==> src/rtl/jtframe_rom_nslots.sv <==
// jtframe_rom_nslots: read-only SDRAM bank arbiter for SLOTS requesters, each
// backed by a one-entry tagged cache. Selection is fixed priority or round-robin.
module jtframe_rom_nslots #(
    parameter int                 SLOTS   = 4,
    parameter int                 DW      = 16,
    parameter int                 AW      = 20,
    parameter logic [SLOTS*22-1:0] OFFSETS = '0,
    parameter int                 RR      = 1
) (
    input  logic                clk,
    input  logic                rst,
    input  logic [SLOTS*AW-1:0] slot_addr,
    input  logic [SLOTS-1:0]    slot_cs,
    input  logic [SLOTS-1:0]    slot_clr,
    output logic [SLOTS-1:0]    slot_ok,
    output logic [SLOTS*DW-1:0] slot_dout,
    output logic [21:0]         sdram_addr,
    output logic                sdram_req,
    input  logic                sdram_ack,
    input  logic                data_dst,
    input  logic                data_rdy,
    input  logic [15:0]         data_read
);

    localparam int TW = (DW == 8)  ? AW - 1 : AW;
    localparam int CW = (DW == 32) ? 32 : 16;
    localparam int IW = (SLOTS > 1) ? $clog2(SLOTS) : 1;

    typedef enum logic [1:0] {IDLE, REQ, WAIT} state_t;

    state_t         state;
    logic [TW-1:0]  tag_mem  [SLOTS];
    logic [CW-1:0]  data_mem [SLOTS];
    logic [TW-1:0]  cur_tag  [SLOTS];
    logic [SLOTS-1:0] valid;
    logic [SLOTS-1:0] hit;
    logic [SLOTS-1:0] cand;
    logic [IW-1:0]  ptr;
    logic [IW-1:0]  win;
    logic [IW-1:0]  pick;
    logic           found;
    logic [TW-1:0]  win_tag;
    logic [CW-1:0]  buffer;
    logic [CW-1:0]  fill_data;
    logic           beat;
    logic [21:0]    pick_base;
    logic [21:0]    next_addr;
    int             idx;

    // For byte-wide slots the tag drops the byte bit so both bytes of a word hit
    for (genvar i = 0; i < SLOTS; i++) begin : g_slot
        logic [AW-1:0] addr;
        logic [TW-1:0] tag;
        assign addr = slot_addr[AW*i +: AW];
        if (DW == 8) begin : g_byte
            assign tag = addr[AW-1:1];
            assign slot_dout[DW*i +: DW] = addr[0] ? data_mem[i][15:8] : data_mem[i][7:0];
        end else begin : g_word
            assign tag = addr;
            assign slot_dout[DW*i +: DW] = data_mem[i];
        end
        assign cur_tag[i] = tag;
        assign hit[i]     = slot_cs[i] & valid[i] & (tag_mem[i] == tag);
    end

    assign slot_ok = hit;
    assign cand    = slot_cs & ~hit;

    always_comb begin
        found = 1'b0;
        pick  = '0;
        idx   = 0;
        for (int k = 0; k < SLOTS; k++) begin
            idx = k + ((RR != 0) ? int'(ptr) : 0);
            if (idx >= SLOTS) idx = idx - SLOTS;
            if (!found && cand[IW'(idx)]) begin
                found = 1'b1;
                pick  = IW'(idx);
            end
        end
    end

    always_comb begin
        pick_base = (DW == 32) ? 22'({cur_tag[pick], 1'b0}) : 22'(cur_tag[pick]);
        next_addr = pick_base + OFFSETS[22*pick +: 22];
    end

    // A beat arriving together with data_rdy must be part of the fill itself
    always_comb begin
        fill_data = buffer;
        if (data_dst) begin
            if (beat) fill_data[CW-1 -: 16] = data_read;
            else      fill_data[15:0]       = data_read;
        end
    end

    always_ff @(posedge clk) begin
        if (rst) begin
            state      <= IDLE;
            sdram_req  <= 1'b0;
            sdram_addr <= '0;
            ptr        <= '0;
            win        <= '0;
            win_tag    <= '0;
            buffer     <= '0;
            beat       <= 1'b0;
            valid      <= '0;
            for (int i = 0; i < SLOTS; i++) begin
                tag_mem[i]  <= '0;
                data_mem[i] <= '0;
            end
        end else begin
            case (state)
                IDLE: begin
                    if (found) begin
                        win        <= pick;
                        win_tag    <= cur_tag[pick];
                        sdram_addr <= next_addr;
                        sdram_req  <= 1'b1;
                        state      <= REQ;
                    end
                end
                REQ: begin
                    if (sdram_ack) begin
                        sdram_req <= 1'b0;
                        beat      <= 1'b0;
                        buffer    <= '0;
                        state     <= WAIT;
                    end
                end
                WAIT: begin
                    if (data_dst) begin
                        buffer <= fill_data;
                        if (DW == 32) beat <= ~beat;
                    end
                    if (data_rdy) begin
                        tag_mem[win]  <= win_tag;
                        data_mem[win] <= fill_data;
                        valid[win]    <= 1'b1;
                        ptr           <= (win == IW'(SLOTS - 1)) ? '0 : win + 1'b1;
                        state         <= IDLE;
                    end
                end
                default: state <= IDLE;
            endcase
            // Invalidate is applied last so it overrides a coincident fill
            for (int i = 0; i < SLOTS; i++) begin
                if (slot_clr[i]) valid[i] <= 1'b0;
            end
        end
    end

endmodule
==> config.mk <==
export PLATFORM = sky130hd
export DESIGN_NAME = jtframe_rom_nslots
export DESIGN_NICKNAME = d
export VERILOG_FILES = /design/src/rtl/jtframe_rom_nslots.sv
export SDC_FILE = /design/constraint.sdc
export NUM_CORES = 1
export LEC_CHECK = 0
export BUFFER_PORTS_ARGS = -buffer_cell sky130_fd_sc_hd__buf_2
export CAP_MARGIN = 20
export CORE_MARGIN = 5
export CORE_UTILIZATION = 53
export DETAILED_ROUTE_END_ITERATION = 7
export PLACE_DENSITY = 0.78
export REMOVE_ABC_BUFFERS = 1
export SKIP_CTS_REPAIR_TIMING = 1
export SYNTH_ARGS = -nofsm -noshare
export SYNTH_HDL_FRONTEND = slang
export SYNTH_SLANG_ARGS = --single-unit
==> constraint.sdc <==
create_clock -name clk -period 2.9 [get_ports clk]
set_input_delay 0.29 -clock clk [delete_from_list [all_inputs] [get_ports clk]]
set_output_delay 0.29 -clock clk [all_outputs]
set_load 0.005 [all_outputs]
Yosys cells after proc, flatten, opt, wreduce, memory -nomap -nowiden
Memories as Yosys holds them, arrays and structs flattened.
Index checks and enable logic that the tools add are counted.
{ "op_classes": {"reduce_logical": 21, "bitwise_logic": 12, "order_cmp": 11, "n_mux": 53, "eq_ne": 11, "n_shift": 1, "addsub": 9, "n_mul": 1} }
{ "op_table": {"columns": ["op", "n"], "rows": [
  ["$shiftx A88 B8 Y22 const A", 1],
  ["$eq A20 B20 Y1", 4],
  ["$mux W16", 4],
  ["$mux W20", 3],
  ["$bmux W20 S2", 1],
  ["$pmux W16 S2", 1],
  ["$mux W2", 14],
  ["$mux W1", 23],
  ["$add A20 B22 Y22", 1],
  ["$reduce_or A20 Y1", 1],
  ["$lt A2 B4 Y1 const B", 4],
  ["$reduce_or A16 Y1", 1],
  ["$ge A3 B3 Y1 const B", 4],
  ["$reduce_and A3 Y1", 3],
  ["$and A1 B1 Y1", 8],
  ["$bmux W1 S2", 4],
  ["$ne A2 B2 Y1 const B", 4],
  ["$reduce_or A2 Y1", 4],
  ["$sub A2 B1 Y2 const B", 4],
  ["$add A2 B2 Y3 const A", 2],
  ["$mul A4 B2 Y6 const A", 1],
  ["$pmux W2 S3", 1],
  ["$and A4 B4 Y4", 1],
  ["$eq A2 B2 Y1 const B", 2],
  ["other kinds (16)", 23]
]} }
{ "totals": {"inputBits": 109, "mem_count": 2, "ff_bits": 69, "mem_bits_rw": 144} }
{ "mem_list": {"columns": ["name", "depth", "width", "read_ports", "rd_ports_with_merged_regs", "write_ports", "line", "text"], "rows": [
  ["tag_mem", 4, 20, 4, 0, 4, "32", "logic [TW-1:0] tag_mem [SLOTS];"],
  ["data_mem", 4, 16, 4, 0, 4, "33", "logic [CW-1:0] data_mem [SLOTS];"]
]} }

Longest topological paths before layout
Gate-level depths: netlist (run 1).
An unclocked memory read counts as a cell.
{ "depth": {"depth_word": 23, "mapped_depth": 10, "ltp_nobuf": 8} }

Worst setup path before layout (run 1)
Ideal clock, no wire load.
{ "synth_timing": {"kind": "register to register", "from": "memory tag_mem[2][19] (netlist name)", "to": "register sdram_addr[13]", "synth_period_minus_slack_ns": 2.633, "stages_incl_launch_ff": 10, "setup_slack_ns": 0.267, "setup_ns": 0.126, "arrival_ns": 2.507, "n_path_buf": 1, "path_cell_list": "edfxtp_1 xor2_1 or2_1 or4_1 o21ai_2 o221ai_1 a21oi_1 buf_2 mux2i_1 o221ai_2"} }
{ "synth_rtl": {"columns": ["element", "line", "text"], "rows": [
  ["from (decl)", "32", null],
  ["to (signal assigned)", "118", "sdram_addr <= next_addr;"],
  ["to (decl)", "17", "output logic [21:0] sdram_addr,"]
]} }

==> results of run 1 <==
## layout by cell type (no fill, tap or decap), types with 3 or more instances in the layout
cell       Yosys  routed
nand3b_1      20      20
edfxtp_1     144     144
inv_6          0       3
and2_1        81      81
buf_12         0       6
nor4_1         8       6
dfxtp_1       47      47
or2_2          3       3
xnor2_1       45      42
mux2i_2        0       4
nor3_1        28      24
inv_1          5       5
xor2_1        35      35
a21oi_1       27      25
xnor2_2        0       3
nor3_2         0       4
mux2i_1       58      54
nand2_1        5       5
clkbuf_1      26       3
o221ai_2      20      21
or3b_4         1       4
bufinv_16      0       3
nor2_1        91      91
or4_4          1       3
buf_4          2      25
buf_6          2       4
buf_2          8     197
ha_1           4       4
clkbuf_16      0      18
nand4_1       15      15
nand3_1        4       4
## critical path: stages, from the launching register on
cell,delay [ps]
edfxtp_1,450
xnor2_2,240
nand4_1,110
or4_4,450
o31ai_4,350
buf_6,160
o32ai_2,90
nor4_4,320
or3b_4,530
o221ai_2,210
## state kept, by name, summed over array words and instances, names as in the netlist
signal,cells
ptr,2
win,2
data_mem,64
sdram_req,1
buffer,16
valid,4
sdram_addr,20
state,2
tag_mem,80
## cells by family after synthesis
group / synth area share (%)
buffers and inverters: 2.237
multiplexers: 6.569
AND/OR/NAND/NOR: 16.62
other: 0.04243
AO/OA/AOI/OAI: 6.470
XOR/XNOR: 7.927
adder cells (fa/ha/maj): 0.5663
flip-flops: 59.57
## worst min-delay path by stage
stage	slack, ps	endpoint	cells after the start	startpoint
2_1_floorplan	360	ptr[1]	1	rst
3_3_place_gp	450	valid[1]	2	slot_clr[1]
3_5_place_dp	450	valid[2]	2	slot_clr[2]
4_1_cts	-5	valid[1]	2	slot_clr[1]
5_1_grt	7	valid[0]	2	slot_clr[0]
6_report	10	valid[1]	2	slot_clr[1]
## power by group through the flow
stage / Clock [mW] / Sequential (mW) / Combinational, mW
after floorplan: 0 / 3.18 / 0.340
after global placement: 0 / 3.19 / 0.696
after detailed placement: 0 / 3.20 / 0.703
after CTS: 2.44 / 3.14 / 0.710
after global routing: 2.55 / 3.15 / 0.814
final: 2.41 / 3.14 / 0.765
## layout make-up
class / instances / area [µm²]
multi-input cells: 480 / 3555
flip-flops and latches: 191 / 5265
diodes: 1 / 2.502
well taps: 220 / 275.3
clock inverters: 9 / 133.9
clock buffers: 22 / 464.2
repair buffers: 233 / 1364
fillers: 1256 / 5388
inverters: 5 / 18.77
## per-stage QoR
step / worst slack, ps / util (%) / power [mW]
2_1_floorplan: -2279 / - / 3.519
3_3_place_gp: -48.28 / 62.07 / 3.889
3_5_place_dp: -106.8 / 62.07 / 3.900
4_1_cts: -152.4 / 65.70 / 6.288
5_1_grt: -164.0 / 67.28 / 6.516
6_report: -77.88 / 67.28 / 6.315
## metal layers
layer	vias to the layer above	share of wire (%)
met4	2	3.4
met5	-	0.027
li1	2997	-
met1	3086	37
met2	363	48
met3	53	12
==> flow_summary.toml, run 1 <==
[logic_synthesis]
synthMostInstantiatedCell = "edfxtp_1"
syn_area_per_cell_um2 = 12.43
synthTopCellsByArea = "edfxtp_1 49%, dfxtp_1 11%, mux2i_1 6.6%"
synthesis.area_mm2 = 0.008838
synth_ff_type = "edfxtp_1"
synthTopCellsByCount = "144 x edfxtp_1, 91 x nor2_1, 81 x and2_1"
syn_inst = 711
seq_area_frac_synth_pct = 59.57
yosysWarnings = 0
ys_types = 51
synth_seq_cells = 191
synth_top_area_share_pct = 48.92
yosysTopAreaCell = "edfxtp_1"
synth_edf_count = 144
synthArstFlopShare_pct = 0

[clock_network]
insertion_delay_ps = 430
clock_sinks = 191
htree_levels = 4
cts_made_buffers = 17
path_clk_slew_ps = 70
ctsLongestPathBuffers = 2
cts_tree = "done"
clockRootBuffer = "clkbuf_16"

[timing]
max_clock_freq_mhz = 335.8
fin_crit_ps = 2978
holdWs_ps = 14.57
finalSetupViolations = 20
fin_skew_ps = 10.83
fin_crit_sh_pct = 102.7
hold_violations = 0
slew-limit-headroom_pct = 47.43
drv_slew = 0
fin_tns_setup_ps = -1006
worst_slack_ps = -77.88
worstMarginPinSlew_ps = 786.4
rsz0062_at_grt = "true"

[setup_path]
end_kind = "flip-flop"
cp.arrival_ps = 3330
r2r_end = "sdram_addr[7]"
endpoint = "sdram_addr[7]"
startpoint = "tag_mem[0][2]"
cp-start-kind = "flip-flop"
critPathMaxFanout = 6
r2r-start = "tag_mem[0][2]"
r2r_setup_slack_ps = -80
required_ps = 3250
worstSetupPathType = "reg2reg"
r2r_cells = 9

[drt]
drtIter0Drc = 490
drc = 0
ant_nets = 0
vias_per_cell = 5.599
vias = 6501
routedWlPerCell_um = 22.15
wl_um = 25710
first_pass_iters = 7

[grt]
grtUsageMet3_pct = 10.34
grt_pass1_wl_um = 37070
busiest_layer = "met2"
use_met1_pct = 30.52
antenna_found_initial = 2
track_usage_pct = 25.05
grt_max_degree = 34
use_met2_pct = 39.73
gr-total-overflow = 0
grt_pass1_vias = 6496

[floorplan]
die_x_um = 139.1
start_util_pct = 53.68
io_pins = 200
dieArea_mm2 = 0.01936
dieHeight_um = 139.1
rows = 47
design.core.area_mm2 = 0.01647

[pwr]
switchingPower_mw = 1.536
irDropWorstVdd_uv = 442.0
p_leak_nw = 4.411
p_per_area_mw_per_mm2 = 570.1
pwr-share-seq_pct = 49.7
p_int_mw = 4.779
clockPowerShare_pct = 38.2
power.share.combinational_pct = 12.1
swShare_pct = 24.32

[final_layout]
drive_above_1_share_pct = 33.62
fin_cells = 1161
nets = 1041
fin_area_mm2 = 0.01108
areaGrowthSynthToFinish_pct = 25.34

[placed_design]
io_buffers = 197
gp_congestion = 0.8672
placed_cell_area_mm2 = 0.01022
dp_hpwl_um = 17280
dp_cells = 1117

[job]
maxCapViolCount = 0

[status]
violations = "negative setup slack"
status = "finished, violations left"

[min_path]
min_path_type = "in2reg"
No activity file was read; power rests on OpenSTA's default activity.
==> run 2: changes to the inputs <==
--- a/config.mk
+++ b/config.mk
@@ -7,7 +7,7 @@
 export LEC_CHECK = 0
 export BUFFER_PORTS_ARGS = -buffer_cell sky130_fd_sc_hd__buf_2
 export CAP_MARGIN = 20
-export CORE_MARGIN = 5
+export CORE_MARGIN = 10
 export CORE_UTILIZATION = 53
 export DETAILED_ROUTE_END_ITERATION = 7
 export PLACE_DENSITY = 0.78
==> run 2 against run 1 <==
Sequential power hardly changed. The flow still finishes with violations (negative setup slack). Sequential share of layout area decreased by 0.091 points. Non-clock buffer count increased by 3. Largest cell class unchanged. Routed wire length rose by 4.2%. Highest routed layer unchanged. Critical path type unchanged. Combinational power is essentially flat. Core utilization rose by 0.13 points. Largest power group unchanged. Clock-buffer cell count is 2 lower.
==> flow_summary.toml, run 2 (synthesis results as in run 1) <==
[status]
status = "finished, violations left"
violations = "negative setup slack"

[final_layout]
drive_above_1_share_pct = 33.62
largest-register = "tag_mem"
nets = 1041
final_cell_mix = "197 x buf_2, 144 x edfxtp_1, 91 x nor2_1"
final_common_cell = "buf_2"
multi_input_area_mm2 = 0.003520
register_area_mm2 = 0.005265
num-fill-cells = 1227
fin_area_mm2 = 0.01110
reg_top3 = "tag_mem: 80 flops, data_mem: 64 flops, sdram_addr: 20 flops"
largest_reg_flops = 80
areaGrowthSynthToFinish_pct = 25.58

[job]
maxCapViolCount = 0

[timing]
slew-limit-headroom_pct = 43.29
max_clock_freq_mhz = 333.6
fin_crit_sh_pct = 103.4
rsz0062_at_grt = "true"
fin_crit_ps = 2998
holdWs_ps = 17.26
fin_skew_ps = 9.060
finalSetupViolations = 20
worstMarginPinSlew_ps = 848.3
fin_tns_setup_ps = -1175
hold_violations = 0
drv_slew = 0
worst_slack_ps = -97.92

[clock_network]
path_clk_slew_ps = 70
ctsLongestPathBuffers = 2
cts_made_buffers = 17
cts_tree = "done"
clock_sinks = 191
insertion_delay_ps = 430
htree_levels = 4
clockRootBuffer = "clkbuf_16"

[drt]
ant_nets = 0
vias = 6504
first_pass_iters = 5
drc = 0
routedWlPerCell_um = 23.07
wl_um = 26790
vias_per_cell = 5.602
drtIter0Drc = 459

[grt]
grt_pass1_vias = 6809
use_met1_pct = 27.31
grtUsageMet3_pct = 9.769
use_met2_pct = 38.32
track_usage_pct = 23.63
busiest_layer = "met2"
grt_max_degree = 55
grt_pass1_wl_um = 39830
gr-total-overflow = 0
antenna_found_initial = 1

[setup_path]
critPathMaxFanout = 11
required_ps = 3210
worstSetupPathType = "reg2reg"
end_kind = "flip-flop"
cp.arrival_ps = 3310
cpPeakStageDelay_ps = 450
path_cells = "xnor2_1, nand4_1, or4_4, o31ai_4, buf_4, o221ai_1, a21oi_4, buf_12, buf_12, mux2i_1, o221ai_2"
path_common_cell = "buf_12"
cp-start-kind = "flip-flop"
cp_slowest_cell = "or4_4"

[floorplan]
dieHeight_um = 149.1
die_x_um = 149.1
io_pins = 200
rows = 47
design.core.area_mm2 = 0.01647
dieArea_mm2 = 0.02224
start_util_pct = 53.68

[min_path]
min_path_type = "in2reg"

[pwr]
p_leak_nw = 4.430
p_per_area_mw_per_mm2 = 579.7
p_total_mw = 6.435
irDropWorstVdd_uv = 470.5

[placed_design]
gp_congestion = 0.8913
dp_hpwl_um = 18840
placed_cell_area_mm2 = 0.01029
io_buffers = 197
==> run 2: routing by layer <==
layer | part of all wire (%) | vias to the layer above | routed length (µm)
met1 | 37 | 3139 | 9951
met5 | 0.049 | - | 13
met3 | 12 | 49 | 3316
li1 | - | 2996 | -
met4 | 2.5 | 2 | 668
met2 | 48 | 318 | 12840
==> run 2: path summary, 6_finish.rpt <==
kind	cells after the start	from	slack, ps	end
min	2	slot_clr[3]	20	valid[3]
min reg2reg	2	buffer[1]	490	buffer[1]
max	11	tag_mem[0][2]	-100	sdram_addr[10]
max reg2reg	11	tag_mem[0][2]	-100	sdram_addr[10]
==> run 2: area by class of cell <==
type / count / share of cell area, %
tap: 220 / 2.480
inverter: 5 / 0.1691
timing repair buffer: 236 / 12.52
multi-input combinational: 477 / 31.71
sequential: 191 / 47.44
antenna: 1 / 0.02255
clock inverter: 11 / 1.635
clock buffer: 20 / 4.024
==> run 2: per-stage QoR <==
stage | util, % | worst slack (ps) | instances
after floorplan | - | -2279 | 673
final | 67.41 | -97.92 | 1161
after global placement | 62.48 | -22.07 | 1125
after global routing | 67.39 | -156.7 | 1160
after CTS | 66.29 | -84.74 | 1156
after detailed placement | 62.48 | -39.65 | 1125
==> run 2: report_power, final <==
group	internal, mW	switching, mW	leakage, nW
logic	0.334	0.432	2.26
registers	3.05	0.0951	1.87
clock network	1.48	1.05	0.299
total	4.86	1.58	4.43
==> run 2: critical path: cells and delay by family, from the launching register on <==
kind | cells | cell delay [ps]
compound gates | 4 | 860
xor+xnor | 1 | 300
buf+inv | 3 | 500
flops | 1 | 400
mux | 1 | 250
simple gates | 2 | 580
